File: src/rtl/conv_pkg.sv
// Shared constants and helpers for the rate-1/2, K=3 convolutional code (generators 111 / 101).
// Latency: n/a (package only).
// Backpressure: n/a (package only).
package conv_pkg;

    localparam logic [2:0] G0      = 3'b111;
    localparam logic [2:0] G1      = 3'b101;
    localparam int         K       = 3;
    localparam int         NSTATES = 4;

    // Encoder output for input bit x leaving state s = {x[n-1], x[n-2]}.
    function automatic logic [1:0] exp_sym(input logic x, input logic [1:0] s);
        logic [2:0] r;
        r = {x, s};
        return {^(r & G0), ^(r & G1)};
    endfunction

    // Hamming distance between two 2-bit symbols (0..2).
    function automatic logic [1:0] hamming(input logic [1:0] a, input logic [1:0] b);
        logic [1:0] d;
        d = a ^ b;
        return {1'b0, d[1]} + {1'b0, d[0]};
    endfunction

endpackage

File: src/rtl/conv_acs.sv
// One add-compare-select unit: two saturating candidate metrics, keep the smaller.
// Latency: combinational.
// Backpressure: none.
module conv_acs #(
    parameter int PM_W = 5
) (
    input  logic [PM_W-1:0] pm0,
    input  logic [PM_W-1:0] pm1,
    input  logic [1:0]      bm0,
    input  logic [1:0]      bm1,
    output logic [PM_W-1:0] pm_new,
    output logic            sel
);

    logic [PM_W:0]   sum0;
    logic [PM_W:0]   sum1;
    logic [PM_W-1:0] cand0;
    logic [PM_W-1:0] cand1;

    // Saturating add of both candidates, then pick the smaller; ties go to predecessor 0.
    always_comb begin
        sum0  = {1'b0, pm0} + {{(PM_W-1){1'b0}}, bm0};
        sum1  = {1'b0, pm1} + {{(PM_W-1){1'b0}}, bm1};
        cand0 = sum0[PM_W] ? {PM_W{1'b1}} : sum0[PM_W-1:0];
        cand1 = sum1[PM_W] ? {PM_W{1'b1}} : sum1[PM_W-1:0];
        sel    = (cand1 < cand0);
        pm_new = sel ? cand1 : cand0;
    end

endmodule

File: src/rtl/conv_dec.sv
// Hard-decision Viterbi decoder, K=3 rate-1/2, register-exchange survivors; optional err_cnt via CONV_DEC_ERRCNT_EN.
// Latency: decoded bit n appears the cycle after symbol n+TB_DEPTH is accepted.
// Backpressure: none; one symbol accepted on every cycle in_valid is high.
module conv_dec
    import conv_pkg::*;
#(
    parameter int TB_DEPTH = 15,
    parameter int PM_W     = 5
) (
    input  logic        clk,
    input  logic        rst,
    input  logic        in_valid,
    input  logic [1:0]  z,
    output logic        out_valid,
    output logic        y
`ifdef CONV_DEC_ERRCNT_EN
    ,
    output logic [15:0] err_cnt
`endif
);

    localparam int CW = $clog2(TB_DEPTH + 1);

    logic [PM_W-1:0]     pm       [NSTATES];
    logic [TB_DEPTH-1:0] surv     [NSTATES];
    logic [PM_W-1:0]     acs_pm   [NSTATES];
    logic                acs_sel  [NSTATES];
    logic [TB_DEPTH-1:0] surv_nxt [NSTATES];
    logic [CW-1:0]       cnt;
    logic [PM_W-1:0]     min_new;
    logic [PM_W-1:0]     best_pm;
    logic [1:0]          best;

    // State t = {x, x[n-1]} is reached from {x[n-1],0} and {x[n-1],1} with input x = t[1].
    for (genvar t = 0; t < NSTATES; t++) begin : g_acs
        localparam logic [1:0] TS = 2'(t);
        localparam logic [1:0] P0 = {TS[0], 1'b0};
        localparam logic [1:0] P1 = {TS[0], 1'b1};

        conv_acs #(.PM_W(PM_W)) u_acs (
            .pm0    (pm[P0]),
            .pm1    (pm[P1]),
            .bm0    (hamming(z, exp_sym(TS[1], P0))),
            .bm1    (hamming(z, exp_sym(TS[1], P1))),
            .pm_new (acs_pm[t]),
            .sel    (acs_sel[t])
        );

        assign surv_nxt[t] = {TS[1], acs_sel[t] ? surv[P1][TB_DEPTH-1:1]
                                                : surv[P0][TB_DEPTH-1:1]};
    end

    // Minimum of the new metrics (normaliser) and lowest-index best state before the update.
    always_comb begin
        min_new = acs_pm[0];
        best_pm = pm[0];
        best    = 2'd0;
        for (int i = 1; i < NSTATES; i++) begin
            if (acs_pm[i] < min_new) min_new = acs_pm[i];
            if (pm[i] < best_pm) begin
                best_pm = pm[i];
                best    = 2'(i);
            end
        end
    end

    // Path metrics and survivors advance only on accepted symbols.
    always_ff @(posedge clk or negedge rst) begin
        if (!rst) begin
            for (int i = 0; i < NSTATES; i++) begin
                pm[i]   <= (i == 0) ? '0 : PM_W'(4);
                surv[i] <= '0;
            end
        end else if (in_valid) begin
            for (int i = 0; i < NSTATES; i++) begin
                pm[i]   <= acs_pm[i] - min_new;
                surv[i] <= surv_nxt[i];
            end
        end
    end

    // Symbol counter saturating at TB_DEPTH gates the output; output taken from the pre-update best state.
    always_ff @(posedge clk or negedge rst) begin
        if (!rst) begin
            cnt       <= '0;
            out_valid <= 1'b0;
            y         <= 1'b0;
        end else begin
            out_valid <= 1'b0;
            y         <= 1'b0;
            if (in_valid) begin
                if (cnt == CW'(TB_DEPTH)) begin
                    out_valid <= 1'b1;
                    y         <= surv[best][0];
                end else begin
                    cnt <= cnt + 1'b1;
                end
            end
        end
    end

`ifdef CONV_DEC_ERRCNT_EN
    logic [16:0] err_sum;
    assign err_sum = {1'b0, err_cnt} + 17'(min_new);

    // Accumulate the pre-normalisation best metric, saturating at all-ones.
    always_ff @(posedge clk or negedge rst) begin
        if (!rst) begin
            err_cnt <= '0;
        end else if (in_valid) begin
            err_cnt <= err_sum[16] ? 16'hFFFF : err_sum[15:0];
        end
    end
`endif

endmodule

File: config.mk
export PLATFORM = sky130hd
export DESIGN_NAME = conv_dec
export DESIGN_NICKNAME = d
export VERILOG_FILES = /design/src/rtl/conv_pkg.sv /design/src/rtl/conv_acs.sv /design/src/rtl/conv_dec.sv
export SDC_FILE = /design/constraint.sdc
export NUM_CORES = 1
export LEC_CHECK = 0
export ABC_AREA = 1
export ABC_CLOCK_PERIOD_IN_PS = 11400
export CELL_PAD_IN_SITES_DETAIL_PLACEMENT = 0
export CELL_PAD_IN_SITES_GLOBAL_PLACEMENT = 1
export CORE_MARGIN = 8
export CORE_UTILIZATION = 51
export DETAILED_ROUTE_END_ITERATION = 6
export PLACE_DENSITY = 0.91
export SETUP_SLACK_MARGIN = 0.4
export SLEW_MARGIN = 10
export SYNTH_ARGS = -nofsm -noshare
export SYNTH_HDL_FRONTEND = slang
export SYNTH_HIERARCHICAL = 1
export SYNTH_SLANG_ARGS = --single-unit
File: constraint.sdc
create_clock -name clk -period 11.4 [get_ports clk]
set_input_delay 1.71 -clock clk [delete_from_list [all_inputs] [get_ports clk]]
set_output_delay 1.71 -clock clk [all_outputs]
set_load 0.01 [all_outputs]
# Word-level counts from Yosys, hierarchy flattened
# Cells that the tools add are included.
dict set report word_totals {
  mem_bits_rw 0
  rom_bits 0
  n_memories 0
  out_inout_bits 2
  latch_bits 0
  ff_bits 84
}
dict set report classes {
  n_mul 0
  n_eq_ne 1
  shifts 0
  n_addsub 17
  n_bitwise 5
  mux 31
  magnitude_cmp 11
  div_mod_pow 0
  reduce_logical 1
}
# cell count
set op_table {}
lappend op_table {{$mux 5} 17}
lappend op_table {{$lt 5x5->1} 10}
lappend op_table {{$add 5x2->6} 8}
lappend op_table {{$bmux 15 s2} 1}
lappend op_table {{$mux 14} 2}
lappend op_table {{$mux 13} 2}
lappend op_table {{$sub 5x5->5} 4}
lappend op_table {{$add 1x1->2} 4}
lappend op_table {{$mux 1} 7}
lappend op_table {{$add 4x1->4 const B} 1}
lappend op_table {{$eq 4x4->1 const B} 1}
lappend op_table {{$mux 2} 2}
lappend op_table {{$ge 3x3->1 const B} 1}
lappend op_table {{$not 1->1} 3}
lappend op_table {{$not 2->3} 1}
lappend op_table {{$not 2->2} 1}
lappend op_table {{$reduce_and 2->1} 1}

# Depth between registers and ports, before layout
dict set report logic_depth {
  word_depth 13
  depth_mapped 53
  mapped_depth_nobuf 52
}

# Cells and area by module
# Netlist, hierarchy kept.
# module n_inst area_per_inst_um2 cells_per_inst
set by_module_without_submodules {}
lappend by_module_without_submodules {conv_dec 1 5272.6 724}
lappend by_module_without_submodules {conv_acs 4 513.0 87}

# Least setup slack after synthesis
# OpenSTA, ideal clock, no wires.
dict set report synth_timing {
  path_type {input to register}
  start {input z[0]}
  end {register pm[4] in the netlist's numbering}
  arrival_time_ps 7903
  stages 48
  t_required_ps 11283
  setup_ps 117
  slack_ps 3380
  path_cell_list {inv_1 ha_1 inv_1 ha_1 inv_1 fa_1 nor2_1 xor2_1 nand2_1 ha_1 nand2_1 inv_1 nor3_4 nand2_4 nand2_1 nand2_1 ha_1 nand2_1 [... 12 more ...] ha_1 nand2_1 inv_1 nand3_1 nand3_1 nor2_2 nand2_4 nand2_4 buf_6 o21ai_0 ha_1 inv_1 ha_1 o21bai_2 nand3_1 nand4_1 nand3_1 nand2_1}
}
# element line
set synth_lines {}
lappend synth_lines {{start, declared} conv_dec.sv:13} ;# input logic [1:0] z,
lappend synth_lines {{end signal, assigned by index} conv_dec.sv:71} ;# pm[i] <= (i == 0) ? '0 : PM_W'(4);
lappend synth_lines {{end signal, assigned by index} conv_dec.sv:76} ;# pm[i] <= acs_pm[i] - min_new;
lappend synth_lines {{end, declared} conv_dec.sv:24} ;# logic [PM_W-1:0] pm [NSTATES];

==> qor_table.md <==
| Quantity | Reported |
|:---|:---|
| Run status | complete, no violations |
| Inserted Clock Buffers | 9 |
| WL/cell | 13.4 um |
| Fin cells | 1,253 |
| Standard-cell row count | 44 |
| Mean area per synthesized cell | 6.83 um^2 |
| Number of filler instances in the final layout | 1,468 |
| H-tree levels | 3 |
| Top-level port count | 7 |
| Ys async rst share | 1.00 |
| Antenna violations before repair | 0 |
| Routed vias | 6,401 |
| Sum Neg Setup Slack | 0 ns |
| Cts-stage hold buffer count | 0 |
| Effective utilization at floorplan | 0.514 |
| Most instantiated flip-flop cell in the synthesis netlist | sky130_fd_sc_hd__dfrtp_1 |
| Cell at the root of the clock tree | sky130_fd_sc_hd__clkbuf_16 |
| Hold Path Stages | 1 |
| Aggregate global-route resource usage | 0.192 |
| Initial DRT Pass Iterations | 5 |
| Antenna-violating nets left | 0 |
| Number of max-cap violations | 0 |
| Number of pins with negative max-slew slack in the final report | 0 |
| Total setup buffers inserted after CTS | 0 |
| Max transition margin | 0.275 |
| Cell with the most instances after synthesis | sky130_fd_sc_hd__nand2_1 |
| Critical Path Source | z[0] |
| Number of endpoints with negative hold slack in the final report | 0 |
| Violation count after the first detailed-routing iteration | 406 |
| Multi-input combinational cell area | 4500 um^2 |
| Clock tree buffer depth | 2 |
| Post-synth top area cell | sky130_fd_sc_hd__dfrtp_1 |
| Critical path's most frequent cell | sky130_fd_sc_hd__nand2_1 |
| Worst hold-check path type | reg -> reg |
| Via count of the first global-routing pass | 5,869 |
| Vias per Instance | 5.11 |
| Clock tree from TritonCTS | done |
| Register Area | 2030 um^2 |
| Count of flip-flops with a built-in enable after synthesis | 0 |
| Unrepaired setup endpoints after global routing | no |
| Finish-stage setup viols | 0 |
| Clock input transition at the sequential cells of the worst setup and hold paths | 0.07 ns |
| Worst Reg2Reg Path Length in Cells | 44 |
| Placed cells | 1,237 |
| Residual DRC | 0 |
| Data required time of the critical path | 11.63 ns |
| Antenna diode instance count | 0 |
| Final weighted congestion in routability-driven placement | 0.893 |
| Standard cell with the maximum stage delay on the critical path | sky130_fd_sc_hd__o21ai_0 |
| Final worst clock skew | 0.00653 ns |
| Top cells by area in the synthesized netlist | sky130_fd_sc_hd__dfrtp_1, sky130_fd_sc_hd__nand2_1, sky130_fd_sc_hd__ha_1 |
| Maximum achievable frequency | 110 MHz |
| Clock latency on the worst-skew pair | 0.34 ns |
| Launching element type of the critical path | input pin |
| Wire length reported by the detailed router | 16.8 mm |
| Pin count of the biggest net entering global routing | 90 |
| Fraction of layout cells with a size suffix above 1 | 0.0917 |
| Count of distinct cell types in the synthesized netlist | 36 |
| Crit path max fanout | 15 |
| Height of the chip | 136 um |
| Setup Crit Path Kind | in -> reg |
| Final critical path time including I/O delays and setup | 9.07 ns |
| Count of nets after finishing | 1,144 |
| Synthesis-to-finish area growth | 6.53% |
| Congestion Overflow GR | 0 |
| Net count after synthesis | 1,152 |
| # clock sinks | 81 |
| Wire length of the first global-routing pass | 28.8 mm |
| Start point of the worst min-delay path | surv[14] |
| Core region area | 14,300 um^2 |
| Part of the Yosys area used for sequential elements | 0.277 |
| Critical path capture point type | register |
| Start of the worst register-to-register path | pm[10] |
| Transition time at the pin with the least slew margin | 1.09 ns |
| Area share of the largest cell type after synthesis | 0.266 |
| Die X-Extent | 136 um |
| Data arrival time of the worst path | 9.29 ns |
| Yosys reg bits | 81 |
| Cts repair resizes | 0 |
| # port buffers | 6 |
| Internal reg-to-reg setup slack | 4.34 ns |
| Floorplan die area | 18,500 um^2 |
| Crit-path max cell delay | 0.62 ns |
| Top post-synthesis cells by count | sky130_fd_sc_hd__nand2_1, sky130_fd_sc_hd__inv_1, sky130_fd_sc_hd__o21ai_0 |
| Warnings, synthesis | 6 |
| Cell area after technology mapping | 7320 um^2 |
| Placed wire-length estimate | 12.7 mm |
| Fin crit share | 0.795 |
| Post-Synthesis Cells | 1,072 |
## kinds of logic after synthesis
| logic type | Yosys count | synth area share |
|---|---|---|
| AO/OA/AOI/OAI | 188 | 0.137 |
| XOR/XNOR | 23 | 0.0275 |
| adder cells (fa/ha/maj) | 75 | 0.136 |
| buffers and inverters | 208 | 0.108 |
| flip-flops | 81 | 0.277 |
| multiplexers | 1 | 0.00154 |
| AND/OR/NAND/NOR | 496 | 0.313 |
## worst max-delay path: cells and delay by family
family,cells,cell delay (ns)
and+or+nand+nor,22,2.13
AOI/OAI and AO/OA,6,1.70
buffers and inverters,9,1.12
adders and majority gates,8,2.48
xor gates and xnor gates,1,0.15
## routing by layer
metal | global-route usage | vias up | routed length (um)
met5 | 0 | - | 0
met4 | 0.0512 | 0 | 200
met3 | 0.0262 | 17 | 518
met2 | 0.320 | 87 | 7980
met1 | 0.255 | 2898 | 8130
li1 | - | 3399 | -
## cell usage in the layout (no fill, tap or decap), drive strengths merged
master / n
clkinv: 1
a21boi: 5
nor3: 4
o21ai: 109
fa: 8
nand2: 310
clkinvlp: 1
nand4: 7
inv: 187
o211ai: 2
xnor2: 3
mux2: 1
dfstp: 3
nor2: 77
clkbuf: 9
nand3: 93
dfrtp: 78
or2: 5
clkdlybuf4s50: 4
xor2: 20
o21bai: 2
buf: 3
a21oi: 67
ha: 67
o31ai: 1
a211oi: 1
o21a: 1
## registers in the layout, summed over array words and instances, names as in the netlist
name,count
surv,55
out_valid,1
pm,20
y,1
cnt,4
## path summary, 6_finish.rpt
check | end
worst min-delay path | surv[14]
worst max register to register | pm[4]
max in group asynchronous | pm[8]
min in group asynchronous | surv[14]
worst max-delay path | pm[4]
worst min register to register | surv[14]
## layout make-up
type | count | area share
Tap cell | 184 | 0.0295
Timing Repair Buffer | 7 | 0.00770
Multi-Input combinational cell | 783 | 0.577
Sequential cell | 81 | 0.260
Clock buffer | 9 | 0.0289
Clock inverter | 7 | 0.00898
Inverter | 182 | 0.0876
## stage by stage
stage | setup WS [ns] | hold slack [ns] | area (um^2) | util
floorplan | 3.38 | 0.439 | 7320 | -
global placement | 2.12 | 0.452 | 7510 | 0.527
detailed placement | 1.96 | 0.454 | 7510 | 0.527
CTS | 2.32 | 0.471 | 7800 | 0.547
global route | 1.58 | 0.499 | 7800 | 0.547
finish | 2.33 | 0.468 | 7800 | 0.547
Power is left out: the tool's default activity adds up to more than one toggle a clock period on the data nets, which glitch-free logic cannot reach.
